[config.mk]
export PLATFORM = sky130hd
export DESIGN_NAME = vec_chunk_feeder
export DESIGN_NICKNAME = d
export VERILOG_FILES = /design/src/rtl/vec_stream_pkg.sv /design/src/rtl/chunk_packer.sv /design/src/rtl/vec_chunk_feeder.sv
export SDC_FILE = /design/constraint.sdc
export NUM_CORES = 1
export LEC_CHECK = 0
export BUFFER_PORTS_ARGS = -buffer_cell sky130_fd_sc_hd__buf_4
export CELL_PAD_IN_SITES_DETAIL_PLACEMENT = 1
export CELL_PAD_IN_SITES_GLOBAL_PLACEMENT = 1
export CORE_MARGIN = 2
export CORE_UTILIZATION = 35
export CTS_CLUSTER_DIAMETER = 200
export DETAILED_ROUTE_END_ITERATION = 8
export GPL_ROUTABILITY_DRIVEN = 1
export GPL_TIMING_DRIVEN = 0
export MAX_ROUTING_LAYER = met4
export PLACE_DENSITY = 0.65
export SETUP_SLACK_MARGIN = 0.4
export SYNTH_ARGS = -nofsm -noshare
export SYNTH_HDL_FRONTEND = slang
export SYNTH_SLANG_ARGS = --single-unit
[constraint.sdc]
create_clock -name clk_in -period 3 [get_ports clk_in]
set_clock_uncertainty 0.1 [all_clocks]
set_input_delay 0.15 -clock clk_in [delete_from_list [all_inputs] [get_ports clk_in]]
set_output_delay 0.15 -clock clk_in [all_outputs]
set_load 0.1 [all_outputs]
[src/rtl/vec_stream_pkg.sv]
// rtl/vec_stream_pkg.sv - shared types and fixed-point constants for the vector stream path
package vec_stream_pkg;

    localparam int FP_I = 4;
    localparam int FP_Q = 12;

    localparam int DEF_WORKING_REGS = 4;
    localparam int DEF_NBITS        = 16;

    typedef logic signed [DEF_WORKING_REGS-1:0][DEF_NBITS-1:0] chunk_t;

    // Pointer width that stays legal when the indexed dimension has a single entry
    function automatic int ptr_width(input int n);
        return (n > 1) ? $clog2(n) : 1;
    endfunction

endpackage

[src/rtl/chunk_packer.sv]
// rtl/chunk_packer.sv - packs scalar samples into WorkingRegs-wide chunks
module chunk_packer
    import vec_stream_pkg::*;
#(
    parameter int WorkingRegs = 4,
    parameter int NBits       = 16
) (
    input  logic                              clk_in,
    input  logic                              rst_in,
    input  logic                              i_valid,
    input  logic [NBits-1:0]                  i_data,
    output logic                              o_chunk_done,
    output logic [WorkingRegs-1:0][NBits-1:0] o_chunk
);

    localparam int               LaneW    = ptr_width(WorkingRegs);
    localparam logic [LaneW-1:0] LastLane = LaneW'(WorkingRegs - 1);

    logic [LaneW-1:0]                  r_lane;
    logic [WorkingRegs-1:0][NBits-1:0] r_stage;

    always_ff @(posedge clk_in) begin
        if (rst_in) begin
            r_lane <= '0;
        end else if (i_valid) begin
            r_lane <= (r_lane == LastLane) ? '0 : r_lane + 1'b1;
        end
    end

    always_ff @(posedge clk_in) begin
        if (i_valid) begin
            r_stage[r_lane] <= i_data;
        end
    end

    // The completing sample bypasses staging so the chunk lands in the bank on its accept edge
    always_comb begin
        o_chunk         = r_stage;
        o_chunk[r_lane] = i_data;
        o_chunk_done    = i_valid && (r_lane == LastLane);
    end

endmodule

[src/rtl/vec_chunk_feeder.sv]
// rtl/vec_chunk_feeder.sv - ping-pong vector buffer presenting chunks to the vector MAC
module vec_chunk_feeder
    import vec_stream_pkg::*;
#(
    parameter int InVecLength = 16,
    parameter int WorkingRegs = 4,
    parameter int NBits       = 16
) (
    input  logic                                    clk_in,
    input  logic                                    rst_in,
    input  logic                                    s_valid_in,
    input  logic signed [NBits-1:0]                 s_data_in,
    output logic                                    s_ready_out,
    input  logic                                    req_chunk_in,
    output logic                                    vec_ready_out,
    output logic signed [WorkingRegs-1:0][NBits-1:0] chunk_out,
    output logic                                    err_underflow_out
);

    localparam int                Chunks    = InVecLength / WorkingRegs;
    localparam int                ChunkW    = ptr_width(Chunks);
    localparam logic [ChunkW-1:0] LastChunk = ChunkW'(Chunks - 1);

    generate
        if ((InVecLength % WorkingRegs) != 0) begin : g_len_check
            $error("InVecLength must be a multiple of WorkingRegs");
        end
    endgenerate

    logic [WorkingRegs-1:0][NBits-1:0] r_bank [0:1][0:Chunks-1];
    logic [1:0]                        r_full;
    logic                              r_wr_bank;
    logic                              r_rd_bank;
    logic [ChunkW-1:0]                 r_wr_chunk;
    logic [ChunkW-1:0]                 r_rd_chunk;
    logic                              r_err;

    logic                              w_accept;
    logic                              w_chunk_done;
    logic [WorkingRegs-1:0][NBits-1:0] w_chunk;
    logic                              w_rd_ok;
    logic                              w_wr_last;
    logic                              w_rd_last;
    logic [1:0]                        w_full_nxt;

    assign s_ready_out       = !r_full[r_wr_bank];
    assign vec_ready_out     = r_full[r_rd_bank];
    assign chunk_out         = r_bank[r_rd_bank][r_rd_chunk];
    assign err_underflow_out = r_err;

    assign w_accept  = s_valid_in && s_ready_out;
    assign w_rd_ok   = req_chunk_in && vec_ready_out;
    assign w_wr_last = w_chunk_done && (r_wr_chunk == LastChunk);
    assign w_rd_last = w_rd_ok && (r_rd_chunk == LastChunk);

    chunk_packer #(
        .WorkingRegs (WorkingRegs),
        .NBits       (NBits)
    ) u_packer (
        .clk_in       (clk_in),
        .rst_in       (rst_in),
        .i_valid      (w_accept),
        .i_data       (s_data_in),
        .o_chunk_done (w_chunk_done),
        .o_chunk      (w_chunk)
    );

    // Set and clear always target different banks: a bank is written only while not full
    always_comb begin
        w_full_nxt = r_full;
        if (w_wr_last) w_full_nxt[r_wr_bank] = 1'b1;
        if (w_rd_last) w_full_nxt[r_rd_bank] = 1'b0;
    end

    always_ff @(posedge clk_in) begin
        if (rst_in) begin
            r_full     <= '0;
            r_wr_bank  <= 1'b0;
            r_rd_bank  <= 1'b0;
            r_wr_chunk <= '0;
            r_rd_chunk <= '0;
            r_err      <= 1'b0;
        end else begin
            r_full <= w_full_nxt;
            if (w_chunk_done) begin
                r_wr_chunk <= w_wr_last ? '0 : r_wr_chunk + 1'b1;
                if (w_wr_last) r_wr_bank <= !r_wr_bank;
            end
            if (w_rd_ok) begin
                r_rd_chunk <= w_rd_last ? '0 : r_rd_chunk + 1'b1;
                if (w_rd_last) r_rd_bank <= !r_rd_bank;
            end else if (req_chunk_in) begin
                r_err <= 1'b1;
            end
        end
    end

    always_ff @(posedge clk_in) begin
        if (w_chunk_done) begin
            r_bank[r_wr_bank][r_wr_chunk] <= w_chunk;
        end
    end

endmodule
# Word level (Yosys, flattened, before mapping)
# Memory sizes are Yosys's and may differ from the RTL's. A register that Yosys moved wholly into a read port is not among the register bits.
# Index checks and enable logic that the tools add are counted.
word_totals:
  out_inout_bits: 67
  in_bits: 20
  elab_cells: 73
  ram_bits: 512
  ff_bits: 75
  memories: 1
classes:
  n_mux: 25
  n_addsub: 3
  n_reduce_logical: 15
  bitwise: 6
  n_lt_le_gt_ge: 9
  n_eq_ne: 3
mem_list:
  columns: ["name", "words", "word_bits", "read_ports", "rd_clocked_by_memory_dff", "wr", "line_no", "rtl"]
  rows:
  - ["r_bank", 2, 256, 1, 1, 1, "vec_chunk_feeder.sv:30", "logic [WorkingRegs-1:0][NBits-1:0] r_bank [0:1][0:Chunks-1];"]
ops:
  columns: ["op", "count"]
  rows:
  - ["256-bit two-way mux", 1]
  - ["64-bit two-way mux", 3]
  - ["64-bit binary-select mux with 2-bit select", 1]
  - ["64-bit demux with 2-bit select", 1]
  - ["64-bit bitwise mux", 1]
  - ["16-bit demux with 2-bit select", 1]
  - ["16-bit two-way mux", 1]
  - ["2-bit two-way mux", 5]
  - ["1-bit logical AND", 9]
  - ["1-bit two-way mux", 9]
  - ["2-bit by 1-bit adder with 2-bit output, second input constant", 3]
  - ["2-bit equality test, second input constant", 3]
  - ["3-bit >= comparator, second input constant", 2]
  - ["2-bit inverter with 3-bit output", 2]
  - ["2-bit AND reduction", 3]
  - ["1-bit by 2-bit < comparator with 1-bit output, second input constant", 2]
  - ["1-bit zero test", 3]
  - ["2-bit by 3-bit < comparator with 1-bit output, second input constant", 1]
  - ["3-bit by 1-bit < comparator with 1-bit output, second input constant", 1]
  - ["2-bit bitwise AND", 1]
  - ["1-bit demux with 1-bit select", 2]
  - ["1-bit >= comparator, second input constant", 2]
  - ["2-bit by 1-bit >= comparator with 1-bit output, second input constant", 1]
  - ["2-bit inverter", 1]
  - ["other kinds (2)", 2]

# Logic depth before layout (Yosys ltp)
depth:
  ltp_word: 9
  ltp_mapped: 6
  ltp_nobuf: 4

# Modules after synthesis
# Synthesis repeated with hierarchy kept, for this count alone.
unflattened:
  cells_unflattened: 951
  hier_area_um2: 22602.9
modules_own_cells:
  columns: ["module", "area_per_inst_um2", "instances", "cells_per_inst"]
  rows:
  - ["vec_chunk_feeder", 19721.4, 1, 799]
  - ["chunk_packer", 2881.5, 1, 152]

# Worst setup path before layout
# OpenSTA, ideal clock, no wires.
synth_path:
  path_type: "reg-to-reg"
  startpoint: "register r_wr_bank"
  endpoint: "register u_packer.r_stage[0] (netlist name), enable pin"
  t_required_ns: 2.470
  t_arrival_ns: 3.888
  path_buffers: 0
  slack_ns: -1.417
  stages_incl_launch_ff: 3
  synth_period_minus_slack_ns: 4.417
  cell_sequence: "dfxtp_1 -> mux2i_1 -> and2_1"
synth_between:
  elab_chain_len: 4
synth_lines:
  columns: ["element", "line_no", "rtl"]
  rows:
  - ["start: declaration", "vec_chunk_feeder.sv:32", "logic r_wr_bank;"]
  - ["start signal: assignment", "vec_chunk_feeder.sv:87", "if (w_wr_last) r_wr_bank <= !r_wr_bank;"]
  - ["1-bit two-way mux (not written as such) (2 in a row)", "vec_chunk_feeder.sv:46", "assign s_ready_out = !r_full[r_wr_bank];"]
  - ["1-bit zero test", "vec_chunk_feeder.sv:46", null]
  - ["net s_ready_out", "vec_chunk_feeder.sv:13", "output logic s_ready_out,"]
  - ["1-bit logical AND", "vec_chunk_feeder.sv:51", "assign w_accept = s_valid_in && s_ready_out;"]
  - ["net u_packer.i_valid", "chunk_packer.sv:10", "input logic i_valid,"]
  - ["end signal: indexed assignment", "chunk_packer.sv:32", "r_stage[r_lane] <= i_data;"]
  - ["end: declaration", "chunk_packer.sv:20", "logic [WorkingRegs-1:0][NBits-1:0] r_stage;"]
# The timed path passes the listed nets, and every way through them passes these cells. The select of a mux whose other input is x is not followed.
# A chain may end at the register's enable or synchronous reset.

==> impl_results.md <==
* Slew @ Worst Pin at 1.12 ns
* RSZ-0062 raised after global routing: true
* Number of inserted diodes at 0
* DPL Wire Length at 30100 µm
* Root Driver: clkbuf_16
* Tot GR Track Use at 0.171
* Final worst path period need at about 2.7 ns
* CTS tree: yes
* Worst setup path class: flip-flop to primary output
* Via density per instance at around 5.2
* Rows at 93
* Final hold slack at approximately 0.021 ns
* First-pass GRT wire length at approximately 80000 µm
* Register area share after synthesis at 0.778
* Reg2Reg Setup Slack at 0.50 ns
* Synth cell types at 27
* Synth async-reset ratio at 0
* Status: complete, no violations
* P per Cell Area at 617 nW/µm²
* DRT Pass-1 Iters at 5
* Worst IR Drop VDD at 346 µV
* Vias at 10600
* Leading area contributor after synthesis: edfxtp_1
* Multi-input gate area at 4890 µm²
* Met2 track demand over resource at 0.267
* Initial antenna violation count at 8
* Core Util, Final at 0.440
* Layout cells sized above 1 at 0.446
* Met1 Use GR at 0.234
* Most frequent cells after synthesis: edfxtp_1, mux2_2, mux4_2
* Slew headroom at 0.253
* Layout overhead on the synthesized area at 25.0%
* Leak pwr at 8.98 nW
* Worst Path Arrival at around 2.5 ns
* Max-slew violations at 0
* DR iter-0 viols at around 1100
* Routability Congestion at 0.718
* Most frequent cell after synthesis: edfxtp_1
* Core Area at between 60000 and 70000 µm²
* FF-to-FF path depth at 5
* Syn avg cell area at 23.7 µm²
* Vias in the first global route at about 11000
* Antenna Violating Nets Remaining at 0
* Final setup viols at 0
* F_max at 364 MHz
* Mapped Cells at 951
* Die X at 258 µm
* WL final at 55400 µm
* H-tree depth at 2
* Syn. warnings at 0
* Clk sinks at about 600
* # DRC at 0
* Clock Path Buffers at 3
* Worst-path clk slew at 0.06 ns
* Die Y at 258 µm
* Worst r2r dst: r_bank[0][207]$_DFFE_PP_
* Fin. Hold Viols at 0
* Max-Cap Viols at 0
* Share of the synthesized area in the top cell type at 0.767
* Mapped Nets at between 900 and 1000
* Final Cycle Share at 0.916
* Top-level I/O count at 87
* Startpoint types: flip-flop
* Fill count at between 5000 and 6000
* I/O Buffers at between 80 and 90
* Top Usage Layer GRT: met2
* Critical path endpoint category: primary output
* Clock latency on the worst-skew pair at 0.61 ns
* Initial Util at 0.352
* Synth Register Bits at 588
* Pin count of the biggest net entering global routing at 67
* WP data required at approximately 2.8 ns
* Worst R2R Start: u_packer.r_lane[0]$_SDFFE_PP0P_
* Syn Std Cell Area at 22500 µm²
* Grt total ovfl at 0
* Sequential cell area at between 15000 and 20000 µm²
* Full die area at 66500 µm²
* GR Util met3 at 0.0264
* Num CTS Buffers at 57
* EDFF count, synth at 576
* Crit Path Max Fanout at 9
* Synth area leaders: edfxtp_1, mux4_2, mux2_2
* DR WL/cell at 26.8 µm
* Setup crit end: chunk_out[14]
* Net count, final at between 1000 and 1500
* Primary FF master, synth: edfxtp_1
* Worst min path class: input port to flip-flop
repair_timing:
action	in CTS	in global routing
gates resized for setup	229	10
buffers inserted	14	13
hold buffers	10	0
pin swaps	3	0
cloned	14	3
hold endpoints to repair	177	0
endpoints found under the setup margin	464	220
through the flow:
step / TNS (ns) / setup WS [ns] / area (µm²) / total power (W) / std cells
after floorplan: 0 / 0.530 / 22600 / 0.00982 / 951
after global placement: -213.61 / -0.723 / 24300 / 0.0100 / 1892
after detailed placement: 0 / 0.0696 / 24500 / 0.0101 / 1902
after CTS: 0 / 0.190 / 27900 / 0.0175 / 2048
after global routing: 0 / 0.201 / 28200 / 0.0178 / 2064
final: 0 / 0.253 / 28200 / 0.0174 / 2064
critical path, stage by stage (launching register included):
cell and delay [ns]:
dfxtp_4 0.43, buf_12 0.18, bufbuf_16 0.29, mux4_2 0.50, mux2_4 0.30, buf_8 0.18
worst min path at each step:
| stage | slack, ns | to | from | depth (start not counted) |
|---|---|---|---|---|
| 2_1_floorplan | 0.15 | r_wr_chunk[0]$_SDFFE_PP0N_ | rst_in | 1 |
| 3_3_place_gp | 0.30 | r_wr_chunk[0]$_SDFFE_PP0N_ | rst_in | 2 |
| 3_5_place_dp | 0.32 | r_wr_chunk[0]$_SDFFE_PP0N_ | rst_in | 2 |
| 4_1_cts | 0.002 | u_packer.r_stage[30]$_DFFE_PP_ | s_data_in[14] | 2 |
| 5_1_grt | 0.04 | r_bank[0][118]$_DFFE_PP_ | s_data_in[6] | 2 |
| 6_report | 0.02 | u_packer.r_stage[54]$_DFFE_PP_ | s_data_in[6] | 2 |
cells in the final DEF, fill, tap and decap left out, drive strengths merged:
cell type and n:
mux2i 2, nor2 1, bufbuf 4, nand4b 2, mux4 128, mux2 128, dfxtp 12, inv 7
o21ai 5, bufinv 9, clkbuf 86, nor2b 1, edfxtp 576, and2 9, clkinvlp 8, nand2 3
or3 1, nor4bb 1, and3 3, nor3 2, nand3 6, clkinv 22, o31ai 4, buf 161
a21oi 8, dlygate4sd3 10, or4 1, ha 9
registers in the layout, indices dropped and copies added (netlist names), named ones only:
name / cells
r_bank: 512
u_packer.r_stage: 64
r_full: 2
r_rd_chunk: 2
r_wr_chunk: 2
u_packer.r_lane: 2
err_underflow_out: 1
r_rd_bank: 1
r_wr_bank: 1
logic make-up (layout without fill, tap and decap cells):
group | after synthesis | after routing | synth area share
adder cells (fa/ha/maj) | 9 | 9 | 0.00500
AO/OA/AOI/OAI | 17 | 17 | 0.00422
multiplexers | 258 | 258 | 0.193
AND/OR/NAND/NOR | 27 | 30 | 0.00705
flip-flops | 588 | 588 | 0.778
buffers and inverters | 52 | 307 | 0.0131
per-layer routing:
layer / vias up / part of all wire / wire length [µm]
met5: - / 0 / 0
met4: 0 / 0.020 / 1090
met2: 327 / 0.49 / 27100
met3: 69 / 0.056 / 3120
li1: 4452 / - / -
met1: 5784 / 0.43 / 24000
layout make-up:
class                           instances  area share
Buffer                                 44      0.0178
Sequential cell                       588       0.622
Timing Repair Buffer                  147      0.0773
Tap cell                              855      0.0380
Multi-Input combinational cell        314       0.174
Clock buffer                           70      0.0546
Clock inverter                         38      0.0152
Inverter                                8     0.00133
where the power goes:
part	switching, W	total (W)	internal, W
Sequential	0.0000257	0.00929	0.00927
Combinational	0.000448	0.000627	0.000178
Clock	0.00306	0.00748	0.00442
(Power assumes the default switching activity.)
